<file path="src/rtl/raster_multi.sv">
`default_nettype none
// ============================================================================
// Module   : raster_multi
// Brief    : Per-pixel coverage of NUM_TRI triangles with lowest-index
//            priority, flat shading and texel address output. The optional
//            back-face coverage is enabled with macro RASTER_BACKFACE_EN.
// Revision : 1.0
// ============================================================================
module raster_multi #(
    parameter int NUM_TRI  = 4,
    parameter int EW       = 20,
    parameter int BW       = 22,
    parameter int CW       = 6,
    parameter int H_ACTIVE = 640,
    parameter int H_TOTAL  = 800,
    parameter int V_ACTIVE = 480,
    parameter int V_TOTAL  = 525
) (
    input  logic                    clk,
    input  logic                    reset,
    input  logic [9:0]              x,
    input  logic [9:0]              y,
    input  logic [NUM_TRI*3*EW-1:0] e_init,
    input  logic [NUM_TRI*3*EW-1:0] e_dx,
    input  logic [NUM_TRI*2*BW-1:0] b_init,
    input  logic [NUM_TRI*2*BW-1:0] b_dx,
    input  logic [NUM_TRI*CW-1:0]   tri_color,
    input  logic [CW-1:0]           bg_color,
    output logic [CW-1:0]           rgb,
    output logic                    hit,
    output logic [2:0]              tri_id,
    output logic                    back,
    output logic [6:0]              u,
    output logic [6:0]              v
);
    localparam logic [9:0] c_H_ACTIVE = 10'(H_ACTIVE);
    localparam logic [9:0] c_H_LAST   = 10'(H_TOTAL - 1);
    localparam logic [9:0] c_V_ACTIVE = 10'(V_ACTIVE);
    localparam logic [9:0] c_V_LAST   = 10'(V_TOTAL - 1);
    localparam int         c_NE       = NUM_TRI * 3;
    localparam int         c_NB       = NUM_TRI * 2;

    typedef enum logic [0:0] {
        S_EVAL  = 1'b0,
        S_SHADE = 1'b1
    } state_t;

    state_t                  r_state;
    logic [c_NE-1:0][EW-1:0] r_e;
    logic [c_NE-1:0][EW-1:0] w_e_next;
    logic [c_NB-1:0][BW-1:0] r_b;
    logic [c_NB-1:0][BW-1:0] w_b_next;
    logic [NUM_TRI-1:0]      w_front;
    logic [NUM_TRI-1:0]      w_backf;
    logic                    w_cov;
    logic                    w_win_back;
    logic [2:0]              w_win;
    logic [BW-3:0]           w_by_win;
    logic [BW-3:0]           w_bz_win;
    logic [BW-3:0]           w_uv_sum;
    logic                    w_unused;
    logic [CW-1:0]           w_win_color;
    logic                    w_active;
    logic                    w_reload;

    logic                    r_win_cov;
    logic                    r_win_back;
    logic [2:0]              r_win_id;
    logic [CW-1:0]           r_rgb;
    logic                    r_hit;
    logic [2:0]              r_tri_id;
    logic                    r_back;
    logic [6:0]              r_u;
    logic [6:0]              r_v;

    assign w_active = (x < c_H_ACTIVE) && (y < c_V_ACTIVE);
    assign w_reload = (x == c_H_LAST) && ((y < c_V_ACTIVE) || (y == c_V_LAST));

    generate
        for (genvar i = 0; i < c_NE; i++) begin : g_edge
            assign w_e_next[i] = r_e[i] + e_dx[i*EW +: EW];
        end
        for (genvar i = 0; i < c_NB; i++) begin : g_bary
            assign w_b_next[i] = r_b[i] + b_dx[i*BW +: BW];
        end
        for (genvar t = 0; t < NUM_TRI; t++) begin : g_tri
            // Zero is neither negative nor positive, so it never counts as inside.
            assign w_front[t] = r_e[t*3][EW-1] & r_e[t*3+1][EW-1] & r_e[t*3+2][EW-1];
`ifdef RASTER_BACKFACE_EN
            assign w_backf[t] = (~r_e[t*3][EW-1]   & (|r_e[t*3]))
                              & (~r_e[t*3+1][EW-1] & (|r_e[t*3+1]))
                              & (~r_e[t*3+2][EW-1] & (|r_e[t*3+2]));
`else
            assign w_backf[t] = 1'b0;
`endif
        end
    endgenerate

    // Descending scan so the lowest covering index is the last one written.
    always_comb begin
        w_cov      = 1'b0;
        w_win      = 3'd0;
        w_win_back = 1'b0;
        w_by_win   = '0;
        w_bz_win   = '0;
        for (int t = NUM_TRI - 1; t >= 0; t--) begin
            if (w_front[t] || w_backf[t]) begin
                w_cov      = 1'b1;
                w_win      = 3'(t);
                w_win_back = ~w_front[t];
                w_by_win   = w_b_next[t*2][BW-3:0];
                w_bz_win   = w_b_next[t*2+1][BW-3:0];
            end
        end
    end

    assign w_uv_sum = w_by_win + w_bz_win;
    assign w_unused = ^w_uv_sum[BW-10:0];

    always_comb begin
        w_win_color = bg_color;
        for (int t = 0; t < NUM_TRI; t++) begin
            if (r_win_cov && (r_win_id == 3'(t))) begin
                w_win_color = tri_color[t*CW +: CW];
            end
        end
    end

    always_ff @(posedge clk) begin
        if (reset) begin
            r_e        <= '0;
            r_b        <= '0;
            r_state    <= S_SHADE;
            r_win_cov  <= 1'b0;
            r_win_back <= 1'b0;
            r_win_id   <= 3'd0;
            r_rgb      <= '0;
            r_hit      <= 1'b0;
            r_tri_id   <= 3'd0;
            r_back     <= 1'b0;
            r_u        <= 7'd0;
            r_v        <= 7'd0;
        end else if (w_reload) begin
            r_e <= e_init;
            r_b <= b_init;
        end else if (w_active) begin
            if (r_state == S_EVAL) begin
                r_b        <= w_b_next;
                r_win_cov  <= w_cov;
                r_win_id   <= w_win;
                r_win_back <= w_win_back;
                if (w_cov) begin
                    r_u <= w_bz_win[BW-3:BW-9];
                    r_v <= w_uv_sum[BW-3:BW-9];
                end
                r_state <= S_SHADE;
            end else begin
                r_e      <= w_e_next;
                r_rgb    <= w_win_color;
                r_hit    <= r_win_cov;
                r_tri_id <= r_win_cov ? r_win_id : 3'd0;
                r_back   <= r_win_cov & r_win_back;
                r_state  <= S_EVAL;
            end
        end
    end

    assign rgb    = r_rgb;
    assign hit    = r_hit;
    assign tri_id = r_tri_id;
    assign back   = r_back;
    assign u      = r_u;
    assign v      = r_v;

endmodule
`default_nettype wire

</file>
<file path="config.mk">
export PLATFORM = sky130hd
export DESIGN_NAME = raster_multi
export DESIGN_NICKNAME = d
export VERILOG_FILES = /design/src/rtl/raster_multi.sv
export SDC_FILE = /design/constraint.sdc
export NUM_CORES = 2
export LEC_CHECK = 0
export BUFFER_PORTS_ARGS = -buffer_cell sky130_fd_sc_hd__buf_4
export CAP_MARGIN = 0
export CORE_AREA = 5 5 356 358
export DETAILED_ROUTE_END_ITERATION = 8
export DIE_AREA = 0 0 361 363
export PLACE_DENSITY = 0.52
export SYNTH_ARGS = -nofsm -noshare
export SYNTH_HDL_FRONTEND = slang
export SYNTH_SLANG_ARGS = --single-unit
</file>
<file path="constraint.sdc">
create_clock -name clk -period 4.3 [get_ports clk]
set_input_delay 0.215 -clock clk [delete_from_list [all_inputs] [get_ports clk]]
set_output_delay 0.215 -clock clk [all_outputs]
set_load 0.01 [all_outputs]
</file>
==> run metrics <==
status complete, but fails checks; failing checks negative setup slack; final WL 168 mm; mapped cell area 0.0342 mm2; DR iter-0 viols 2482; Final Hold Fails 0; Hold Path Class input port to flop; gr ovfl total 0; Buf/Inv on CP 1; fin nets 7248; layout cell share with drive strength beyond 1 0.235; routed len/inst 21.9 um; Synth Warn # 0; Fin Clk Skew 0.0336 ns; Detailed Place HPWL 128 mm; via count 39700; Vias/cell 5.18; total track usage 0.242; Crit Path Max Fanout 3; max-slew violation count 0; Levels on crit path 24; Post-Syn Instances 4363; Max IR drop VDD 0.000270 V; crit share post-route 1.07; global-route wire length before repair 246 mm; minimum clock period 4.60 ns; pin count of the biggest net entering global routing 154; Fill cells 12500; WHS Path Cells 5; R2R depth 24; TritonCTS clock tree built; Num CTS Buffers 60; Hold WS 0.0514 ns; sequential share of the synthesized area 0.250; Non-Filler Instances 7676; htree depth 2; RePlAce Congestion 0.911; Slew @ Worst Pin 1.12 ns; Cells after DPL 6938; Die Ht 363 um; average cell area after synthesis 7.84 um2; critical path class flop to flop; CORE AREA 0.123 mm2; EDFF count, synth 0; DRT Pass-1 Iters 6; Die Area 0.131 mm2; CTS root buffer clkbuf_16; vias in the first global route 39800; clock sink count 427; post-route cell area 0.0527 mm2; Worst path max stage delay 0.41 ns; pwr dens 262 mW/mm2; relative slew slack 0.255; most frequent CP cell a21oi_2; FP Rows 129; Horiz. Die Dim 361 um; Most used DFF post-synth dfxtp_1; max-cap viol count 0; most used cells in the layout excluding fill and tap cells 1154 x buf_4, 567 x dlygate4sd3_1, 505 x a21oi_1, 488 x nand2_1, 420 x dfxtp_1; Clk pin slew, worst setup/hold paths 0.06 ns; CP max-delay cell or4_1; f_max 0.218 GHz; post-route setup slack -0.295 ns; flop and latch count out of synthesis 427; Critical Path AT 5.20 ns; DRC violations left 0; post-layout util 0.429; count of different cell masters after synthesis 85; antenna violations before repair 59; IO buf count 874; crit path capture type flop; Critical Path RT 4.90 ns; most common cell after layout, fill and taps aside buf_4; Final setup viols 4; leak pwr 23.4 nW; Starting Density 0.278; clk_lat worst skew 0.68 ns; # IOs 909; placed inst area 0.0443 mm2; RSZ-0062 raised after global routing true; Bufs on Longest Clock Path 3; share of flip-flops with an asynchronous set or reset 0; critical path startpoint category flop; Area growth syn-to-layout 54.2%; Worst path top cell family by delay compound AO/OA/AOI/OAI gates; CP Cell Sequence ha_4 -> fa_2 -> a211oi_2 -> o21bai_1 -> a21oi_2 -> o31ai_4 -> o21a_1 -> nor2_2 -> xnor2_2 -> a221oi_2 -> buf_4 -> a211oi_2 -> ha_1 -> a21o_1 -> a21oi_2 -> nor2b_2 -> o21ai_1 -> nand3b_1 -> o21ai_2 -> a21oi_2 -> o41ai_2 -> xnor2_1 -> or4_1 -> nand3_1; Antenna Nets Post-Route 0
## synthesized netlist by cell type (9+ instances only)
cell	count	area share
a31oi_1	44	0.0081
clkbuf_1	191	0.021
and3_1	18	0.0033
a21oi_1	518	0.076
mux2_2	11	0.0036
nor4_1	11	0.0020
o22ai_1	52	0.0095
inv_1	155	0.017
nand3_1	71	0.010
a311oi_1	35	0.0090
a21boi_0	30	0.0066
o211ai_1	43	0.0094
o21ai_0	195	0.029
buf_1	18	0.0020
xor2_1	85	0.022
o41ai_1	17	0.0044
nand2b_1	31	0.0057
o2111ai_1	10	0.0026
fa_1	20	0.012
nor2b_1	43	0.0079
and2_1	21	0.0038
nand3b_1	16	0.0035
a21o_1	95	0.021
nor2_1	335	0.037
a211oi_1	24	0.0053
ha_1	398	0.15
nor3_1	68	0.010
o31ai_1	21	0.0046
o21a_1	47	0.010
o21bai_1	37	0.0081
mux2i_1	13	0.0038
a221oi_1	68	0.017
a22oi_1	295	0.065
nand2_1	490	0.054
nor3b_1	18	0.0040
or3_1	58	0.011
dfxtp_1	427	0.25
and4_1	9	0.0023
xnor2_1	206	0.053
## where the power goes
group / total (mW) / internal [mW] / switching [mW]
registers: 4.35 / 4.20 / 0.151
logic: 4.23 / 2.18 / 2.04
clock network: 5.23 / 3.05 / 2.18
total: 13.8 / 9.44 / 4.37
## metrics by stage
stage / power [mW] / setup TNS, ns / setup WS (ns)
4_1_cts: 13.9 / -0.562 / -0.304
2_1_floorplan: 6.57 / 0 / 0.0103
5_1_grt: 14.5 / -1.85 / -0.546
6_report: 13.8 / -0.484 / -0.295
3_3_place_gp: 8.07 / -2.07 / -0.571
3_5_place_dp: 8.10 / -2.79 / -0.675
## flip-flops by register name, summed over array words and instances (netlist names)
signal and cells:
u 7, r_win_id 2, r_b 160, r_e 240, v 7, hit 1, rgb 6, r_state 1
r_win_cov 1, tri_id 2
## kinds of logic (layout without fill, tap and decap cells)
| kind of cell | Yosys count | count (layout) | share of synthesized area |
|---|---|---|---|
| AO/OA/AOI/OAI | 1610 | 1610 | 0.307 |
| XOR/XNOR | 294 | 294 | 0.0763 |
| adder cells (fa/ha/maj) | 418 | 418 | 0.157 |
| buffers and inverters | 372 | 2006 | 0.0413 |
| flip-flops | 427 | 427 | 0.250 |
| multiplexers | 24 | 24 | 0.00743 |
| other | 1 | 43 | 0.000110 |
| AND/OR/NAND/NOR | 1217 | 1217 | 0.160 |
## final cells by class
class                           count  area (um2)  area share
Antenna cell                       41         103     0.00195
Clock buffer                       94        1770      0.0336
Clock inverter                     20         218     0.00413
Inverter                          155         582      0.0110
Multi-Input combinational cell   3565       24800       0.470
Sequential cell                   427        8560       0.162
Tap cell                         1637        2050      0.0388
Timing Repair Buffer             1737       14700       0.278
## per-layer routing
metal / part of all wire / global-route usage / vias up
met3: 0.075 / 0.0587 / 240
met4: 0.033 / 0.0753 / 22
met5: 0.00085 / 0 / -
met1: 0.42 / 0.298 / 18900
met2: 0.47 / 0.417 / 1199
li1: - / - / 19400
## what timing repair did
item,4_1_cts,5_1_grt
cloned,0,0
setup endpoints to repair,7,17
setup buffers,18,4
pin swaps,27,50
hold buffers,567,0
endpoints found under the hold margin,406,0
resized for setup,66,46
## worst paths after layout
kind	startpoint	end	slack, ns
max	r_b[154]	v[6]	-0.30
min	e_dx[7]	r_e[7]	0.05
min reg2reg	rgb[1]	rgb[1]	0.45
max reg2reg	r_b[154]	v[6]	-0.30
## worst min-delay path: cells and delay by family
family / cells / cell delay (ns)
adder cells (fa/ha/maj): 1 / 0.18
buffers and inverters: 1 / 0.08
XOR/XNOR: 1 / 0.09
AND/OR/NAND/NOR: 1 / 0.06
AO/OA/AOI/OAI: 1 / 0.05
Power figures use the tool's default switching activity.
